File: src/rtl/axi_pkg.sv
// Shared AXI4 constants, read-initiator state type and the 4 KB burst-split helper.
package axi_pkg;

  localparam logic [1:0] AXI_BURST_INCR  = 2'b01;
  localparam logic [1:0] AXI_RESP_OKAY   = 2'b00;
  localparam logic [1:0] AXI_RESP_SLVERR = 2'b10;
  localparam logic [1:0] AXI_RESP_DECERR = 2'b11;

  typedef enum logic [1:0] {
    RD_IDLE,
    RD_ADDR,
    RD_DATA
  } rd_state_e;

  // Beats of size 'bytes' that fit between addr and the next 4 KB boundary (1..4096/bytes).
  function automatic logic [12:0] beats_to_4k(input logic [11:0] addr, input int unsigned bytes);
    int unsigned room;
    room = 32'd4096 - {20'd0, addr};
    return 13'(room / bytes);
  endfunction

endpackage

File: src/rtl/axi_rd_master.sv
// AXI4 read-burst initiator: one request in flight, split into INCR bursts at 4 KB
// boundaries, returned beats re-registered onto a no-backpressure rd_* stream.
module axi_rd_master
  import axi_pkg::*;
#(
  parameter int         AXI_ADDR_WIDTH = 32,
  parameter int         AXI_DATA_WIDTH = 64,
  parameter logic [3:0] AXI_ID         = 4'd0
) (
  input  logic                      clk,
  input  logic                      rst_n,
  input  logic                      req_valid,
  output logic                      req_ready,
  input  logic [AXI_ADDR_WIDTH-1:0] req_addr,
  input  logic [7:0]                req_len,
  output logic                      rd_valid,
  output logic [AXI_DATA_WIDTH-1:0] rd_data,
  output logic                      rd_last,
  output logic                      rd_err,
  output logic                      ar_valid,
  input  logic                      ar_ready,
  output logic [AXI_ADDR_WIDTH-1:0] ar_addr,
  output logic [3:0]                ar_id,
  output logic [7:0]                ar_len,
  output logic [2:0]                ar_size,
  output logic [1:0]                ar_burst,
  input  logic                      r_valid,
  output logic                      r_ready,
  input  logic [AXI_DATA_WIDTH-1:0] r_data,
  input  logic [1:0]                r_resp,
  input  logic                      r_last
);

  localparam int                        BYTES    = AXI_DATA_WIDTH / 8;
  localparam logic [AXI_ADDR_WIDTH-1:0] ADDR_INC = AXI_ADDR_WIDTH'(BYTES);

  rd_state_e                 state, state_nxt;
  logic [AXI_ADDR_WIDTH-1:0] cur_addr;
  logic [8:0]                remain, bcnt;
  logic                      err, err_nxt;
  logic                      req_fire, ar_fire, r_fire;
  logic                      burst_end, final_beat, enter_addr;
  logic [AXI_ADDR_WIDTH-1:0] burst_addr;
  logic [8:0]                burst_remain, burst_beats;
  logic [12:0]               bound;

  assign ar_id    = AXI_ID;
  assign ar_size  = 3'($clog2(BYTES));
  assign ar_burst = AXI_BURST_INCR;

  assign req_fire   = req_valid & req_ready;
  assign ar_fire    = ar_valid & ar_ready;
  assign r_fire     = r_valid & r_ready;
  assign burst_end  = (bcnt == 9'd1);
  assign final_beat = (remain == 9'd1);
  assign enter_addr = req_fire | (r_fire & burst_end & ~final_beat);

  // bcnt decides where a burst ends; r_last only contributes to the error flag.
  assign err_nxt = err | (r_resp != AXI_RESP_OKAY) | (r_last != burst_end);

  // Address/remaining count as they will be once the transition into ADDR lands,
  // so the burst registers are valid in the first ADDR cycle.
  always_comb begin
    burst_addr   = cur_addr + ADDR_INC;
    burst_remain = remain - 9'd1;
    if (state == RD_IDLE) begin
      burst_addr   = req_addr;
      burst_remain = {1'b0, req_len} + 9'd1;
    end
    bound       = beats_to_4k(burst_addr[11:0], BYTES);
    burst_beats = ({4'd0, burst_remain} <= bound) ? burst_remain : bound[8:0];
  end

  always_comb begin
    state_nxt = state;
    req_ready = 1'b0;
    ar_valid  = 1'b0;
    r_ready   = 1'b0;
    case (state)
      RD_IDLE: begin
        req_ready = 1'b1;
        if (req_valid) state_nxt = RD_ADDR;
      end
      RD_ADDR: begin
        ar_valid = 1'b1;
        if (ar_ready) state_nxt = RD_DATA;
      end
      RD_DATA: begin
        r_ready = 1'b1;
        if (r_valid && burst_end) state_nxt = final_beat ? RD_IDLE : RD_ADDR;
      end
      default: state_nxt = RD_IDLE;
    endcase
  end

  always_ff @(posedge clk or negedge rst_n) begin
    if (!rst_n) begin
      state    <= RD_IDLE;
      cur_addr <= '0;
      remain   <= '0;
      bcnt     <= '0;
      err      <= 1'b0;
      ar_addr  <= '0;
      ar_len   <= '0;
      rd_valid <= 1'b0;
      rd_data  <= '0;
      rd_last  <= 1'b0;
      rd_err   <= 1'b0;
    end else begin
      state    <= state_nxt;
      rd_valid <= r_fire;
      rd_last  <= r_fire & final_beat;
      rd_err   <= r_fire & final_beat & err_nxt;
      if (r_fire) rd_data <= r_data;
      if (req_fire) begin
        cur_addr <= req_addr;
        remain   <= {1'b0, req_len} + 9'd1;
        err      <= 1'b0;
      end
      if (enter_addr) begin
        ar_addr <= burst_addr;
        ar_len  <= 8'(burst_beats - 9'd1);
      end
      if (ar_fire) bcnt <= {1'b0, ar_len} + 9'd1;
      if (r_fire) begin
        remain   <= remain - 9'd1;
        bcnt     <= bcnt - 9'd1;
        cur_addr <= cur_addr + ADDR_INC;
        err      <= err_nxt;
      end
    end
  end

endmodule

File: config.mk
export PLATFORM = sky130hd
export DESIGN_NAME = axi_rd_master
export DESIGN_NICKNAME = d
export VERILOG_FILES = /design/src/rtl/axi_pkg.sv /design/src/rtl/axi_rd_master.sv
export SDC_FILE = /design/constraint.sdc
export NUM_CORES = 1
export LEC_CHECK = 0
export CORE_ASPECT_RATIO = 1.25
export CORE_UTILIZATION = 53
export CTS_BUF_LIST = sky130_fd_sc_hd__clkbuf_16
export DETAILED_ROUTE_END_ITERATION = 6
export PLACE_DENSITY = 0.95
export SYNTH_ARGS = -nofsm -noshare
export SYNTH_HDL_FRONTEND = slang
export SYNTH_SLANG_ARGS = --single-unit
File: constraint.sdc
create_clock -name clk -period 7 [get_ports clk]
set_input_delay 1.05 -clock clk [delete_from_list [all_inputs] [get_ports clk]]
set_output_delay 1.05 -clock clk [all_outputs]
set_load 0.05 [all_outputs]
# Word-level counts from Yosys, hierarchy flattened
# Cells that the tools add are included.
dict set report op_classes {
  n_eq_ne 8
  reduce_logical 6
  addsub 7
  order_cmp 1
  n_bitwise 11
  n_mux 19
}
# operator count
set ops {}
lappend ops {{$mux 32} 3}
lappend ops {{$mux 9} 5}
lappend ops {{$add 32x4->32 const B} 1}
lappend ops {{$add 8x1->9 const B} 2}
lappend ops {{$eq 9x1->1 const B} 2}
lappend ops {{$sub 9x1->9 const B} 2}
lappend ops {{$sub 13x12->14 const A} 1}
lappend ops {{$le 9x13->1} 1}
lappend ops {{$mux 8} 1}
lappend ops {{$sub 8x1->8 const B} 1}
lappend ops {{$and 1x1->1} 7}
lappend ops {{$mux 1} 6}
lappend ops {{$mux 2} 3}
lappend ops {{$ne 2x2->1 const B} 3}
lappend ops {{$pmux 2 s3} 1}
lappend ops {{$reduce_bool 2->1} 3}
lappend ops {{$or 1x1->1} 3}
lappend ops {{$reduce_and 3->1} 1}
lappend ops {{$eq 2x1->1 const B} 1}
lappend ops {{$eq 2x2->1 const B} 1}
lappend ops {{$logic_not 2->1} 1}
lappend ops {{$logic_and 1x1->1} 1}
lappend ops {{$ne 1x1->1} 1}
lappend ops {{$not 1->1} 1}
dict set report word_totals {
  elab_cells 63
  regBits 160
  output_inout_bits 119
  in_bits 112
}

# Logic depth before layout (Yosys ltp)
dict set report depth {
  ltp_word 6
  depth_mapped 23
  ltp_nobuf 21
}

# Least setup slack after synthesis
# OpenSTA, ideal clock, no wires.
dict set report synth_timing {
  path_kind {in2reg}
  startpoint {input port req_addr[2]}
  endpoint {register ar_len[6]}
  setup_ns 0.120
  path_buffers 0
  required_time_ns 6.880
  stages 18
  slack_ns 1.577
  arrival_time_ns 5.303
  cell_sequence {or4_1 -> o31ai_4 -> nand4_4 -> nor4_4 -> a21oi_1 -> or2_2 -> ha_1 -> and4_1 -> a221o_1 -> o22ai_1 -> a21o_1 -> nor2_1 -> a21oi_1 -> ha_1 -> a21boi_0 -> mux2i_1 -> or3_1 -> a31o_1}
}
dict set report synth_between {
  elab_chain_len 5
}
# element line_no
set synth_rtl {}
lappend synth_rtl {{from (decl)} axi_rd_master.sv:14} ;# input logic [AXI_ADDR_WIDTH-1:0] req_addr,
lappend synth_rtl {{$mux 32 (*)} axi_rd_master.sv:66} ;# if (state == RD_IDLE) begin
lappend synth_rtl {{$sub 13x12->14 (*)} axi_pkg.sv:18} ;# room = 32'd4096 - {20'd0, addr};
lappend synth_rtl {{$le 9x13->1} axi_rd_master.sv:71} ;# burst_beats = ({4'd0, burst_remain} <= bound) ? burst_remain : bound[8:0];
lappend synth_rtl {{$mux 8 (*)} axi_rd_master.sv:71}
lappend synth_rtl {{$sub 8x1->8 (*)} axi_rd_master.sv:122} ;# ar_len <= 8'(burst_beats - 9'd1);
lappend synth_rtl {{to (signal assigned)} axi_rd_master.sv:122}
lappend synth_rtl {{to (decl)} axi_rd_master.sv:24} ;# output logic [7:0] ar_len,
# Mark *: on every way between the ends. The rest lies on a longest branch, timed or not.
# A chain may end at the register's enable or synchronous reset.

# Final worst setup path
dict set report layout_timing {
  startpoint {input port req_addr[1]}
  endpoint {register ar_len[6]}
}
# Same word-level chain as after synthesis.

==> impl_metrics.yaml <==
run_status:
  run_status: "completed"
sta:
  holdWs_ns: 0.471
  setup_repair_after_global_routing_missed_its_margin: "false"
  clock-skew-final_ns: 0.0110
  setup_tns_ns: 0
  slew_violations: 0
  period_needed_ns: 5.99
  setup-violations-final: 0
  finalHoldViolations: 0
  worst-slew-pin-transition_ns: 1.06
  slew_headroom_pct: 28.8
  fin_ws_ns: 1.01
  maxClockFrequency_mhz: 167
  layout_worst_path_cycle_share_pct: 85.6
pwr:
  total_power_mw: 6.53
  power.density_nw_per_um2: 562
  lkg_pwr_nw: 5.17
  vdd.ir_drop.worst_mv: 0.289
critical_path:
  crit_arrival_ns: 6.30
  path_cells: "clkdlybuf4s50_1 -> or4_1 -> o31ai_4 -> nand4_4 -> nor4_4 -> a21oi_1 -> or2_2 -> ha_1 -> and4_1 -> a221o_1 -> o22ai_1 -> a21oi_4 -> a21oi_1 -> ha_1 -> a21boi_0 -> mux2i_1 -> or3_1 -> a31o_1"
  startpoint_to_endpoint_class_of_the_critical_path: "input pin to flip-flop"
  critPathCaptureType: "flip-flop"
  critical_path_peak_fanout: 8
  critical_path_required_ns: 7.32
  critical_path.slowest_cell: "sky130_fd_sc_hd__or4_1"
  critical-path-max-stage-delay_ns: 0.57
  timing.critical_path.from_type: "input pin"
detailed_routing:
  dr.max_layer_used: "met4"
  wire_per_inst_um: 17.7
  final_antenna_net_count: 0
  route.met2.wl_um: 12800
  route.met3.wl_um: 1580
  dr.first_iter.drc_count: 876
  postRouteWirelength_um: 25400
  detailedRoute.firstPassIterationCount: 5
  via_count: 8219
  via_per_inst: 5.72
  count_of_unresolved_drc_violations_after_routing: 0
  met1_length_um: 9890
synthesis:
  synth_area_leader_cell: "sky130_fd_sc_hd__dfrtp_1"
  yosys_register_bits: 160
  syn_avg_cell_area_sq_um: 8.60
  synth-main-ff-cell: "sky130_fd_sc_hd__dfrtp_1"
  syn_area_sq_um: 8720
  yosysWarningCount: 0
  synth_edf_count: 0
  synth_cells: 1014
  synth.top_cell.area_share_pct: 45.9
  ys_seq_area_share_pct: 45.9
  synth.distinct_cells: 76
  synth.top_cells.by_area: "sky130_fd_sc_hd__dfrtp_1 46%, sky130_fd_sc_hd__nand2_1 13%, sky130_fd_sc_hd__o21ai_0 4.2%, sky130_fd_sc_hd__xnor2_1 3.1%, sky130_fd_sc_hd__nor2_1 2.8%"
  synth-async-reset-ratio_pct: 100
global_routing:
  antenna_found_initial: 0
  grt_start_max_net_pins: 99
  overflow: 0
  via_count_of_the_first_global_routing_pass: 8245
  grt_pass1_wl_um: 41000
  track_usage_pct: 31.2
finish:
  final_net_count: 1337
  post_layout_nonfiller_instances: 1437
  filler_cell_count: 1201
  antennaDiodeCount: 0
  finish.instance_area_sq_um: 11600
  final_layout_size_suffix_gt1_share_pct: 4.91
  finalCoreUtilization_pct: 72.0
  flow.area_growth_from_synthesis_pct: 33.3
floorplan:
  site_rows: 52
  starting_density_of_the_core_pct: 54.0
  die_area_sq_um: 17000
  dieHeight_um: 145
  core_sq_um: 16100
  ios: 231
  dieWidth_um: 117
placement:
  placement.io_buffers: 221
  hpwlAfterDp_um: 17700
  gpl.final_weighted_congestion: 0.933
  postPlaceCellArea_sq_um: 11000
  dpl.cell_count: 1405
  placement.setup.worst_slack_ns: 0.654
clocking:
  ctsHtreeMaxLevel: 4
  insertion_delay_ns: 0.43
  cts_root_buffer: "sky130_fd_sc_hd__clkbuf_16"
  cts_tree: "done"
  cts_hold_buf: 0
  cts-buffers-inserted: 17
  cts_setup_buffers: 0
  sink_count_of_the_clock_tree: 160
  cts_repair_resize_count: 0
  clk_path_buf_depth: 2
  clkSlewWorstSetupHoldPaths_ns: 0.06
worst_hold_path:
  hold_wc_path_type: "flip-flop to flip-flop"
run:
  drv_cap: 0
==> power by group <==
part / internal [mW] / switching [mW]
Combinational: 1.33 / 2.52
Clock: 0.529 / 0.403
Sequential: 1.35 / 0.391
Total: 3.21 / 3.32
==> final cells by class <==
type / count / area [sq um] / share of cell area (%)
Inverter: 24 / 92.6 / 0.797
Clock buffer: 17 / 425 / 3.66
Timing Repair Buffer: 229 / 2270 / 19.6
Multi-Input combinational cell: 776 / 4390 / 37.8
Sequential cell: 160 / 4000 / 34.5
Clock inverter: 15 / 159 / 1.37
Tap cell: 216 / 270 / 2.33
==> layout by cell type (no fill, tap or decap), types with 13 or more instances in the layout <==
master / synthesis / final
sky130_fd_sc_hd__nor3_1: 13 / 13
sky130_fd_sc_hd__o21ai_0: 74 / 74
sky130_fd_sc_hd__inv_1: 23 / 23
sky130_fd_sc_hd__dfrtp_1: 160 / 160
sky130_fd_sc_hd__ha_1: 17 / 17
sky130_fd_sc_hd__nand2_1: 296 / 295
sky130_fd_sc_hd__a21oi_1: 34 / 34
sky130_fd_sc_hd__nand3_1: 22 / 22
sky130_fd_sc_hd__nor2_1: 64 / 64
sky130_fd_sc_hd__clkbuf_16: 0 / 17
sky130_fd_sc_hd__xor2_1: 21 / 21
sky130_fd_sc_hd__clkdlybuf4s50_1: 0 / 220
sky130_fd_sc_hd__mux2i_1: 14 / 14
sky130_fd_sc_hd__xnor2_1: 31 / 31
==> sequential cells by signal (all words and copies together) (netlist names) <==
register  count
ar_len        8
remain        9
rd_err        1
cur_addr     32
err           1
rd_data      64
ar_addr      32
rd_last       1
rd_valid      1
bcnt          9
state         2
==> cell families (layout without fill, tap and decap cells) <==
family / Yosys count / count (layout) / share of synthesized area (%)
and+or+nand+nor: 474 / 474 / 24.1
AOI/OAI and AO/OA: 207 / 207 / 15.8
DFF: 160 / 160 / 45.9
buffers and inverters: 85 / 285 / 4.25
xor gates and xnor gates: 52 / 52 / 5.22
adders and majority gates: 17 / 17 / 2.44
muxes: 17 / 17 / 2.12
other: 2 / 9 / 0.0861
==> worst paths after layout <==
path                              from           end  slack [ns]  depth (start not counted)
max in group asynchronous        rst_n  cur_addr[22]        4.94                          2
setup / recovery           req_addr[1]     ar_len[6]        1.01                         18
hold reg to reg            rd_data[25]   rd_data[25]        0.47                          2
setup reg to reg              state[0]     ar_len[6]        1.01                         17
min in group asynchronous        rst_n     remain[6]        0.73                          1
hold / removal             rd_data[25]   rd_data[25]        0.47                          2
==> routing by layer <==
| layer | track usage (%) | vias to the layer above |
|---|---|---|
| li1 | - | 3865 |
| met1 | 36.8 | 3923 |
| met2 | 51.7 | 350 |
| met3 | 7.29 | 81 |
| met4 | 17.5 | 0 |
| met5 | 0 | - |
==> Yosys cell counts, drive strengths merged (9+ instances only) <==
| library cell | number |
|---|---|
| dfrtp | 160 |
| xor2 | 21 |
| a21oi | 35 |
| nand3 | 23 |
| xnor2 | 31 |
| clkbuf | 44 |
| and3 | 11 |
| inv | 24 |
| nor4 | 10 |
| and2 | 11 |
| mux2i | 15 |
| a31oi | 12 |
| a221o | 12 |
| o21ai | 77 |
| a21o | 9 |
| ha | 17 |
| buf | 17 |
| a22oi | 9 |
| nor3 | 14 |
| nor2 | 64 |
| nand2 | 296 |
==> critical path, delay by kind of cell <==
kind / cells / cell delay, ns
multiplexers: 1 / 0.15
AND/OR/NAND/NOR: 6 / 2.14
adder cells (fa/ha/maj): 2 / 0.56
buffers and inverters: 1 / 0.46
AO/OA/AOI/OAI: 8 / 1.93
No activity file was read; power rests on OpenSTA's default activity.
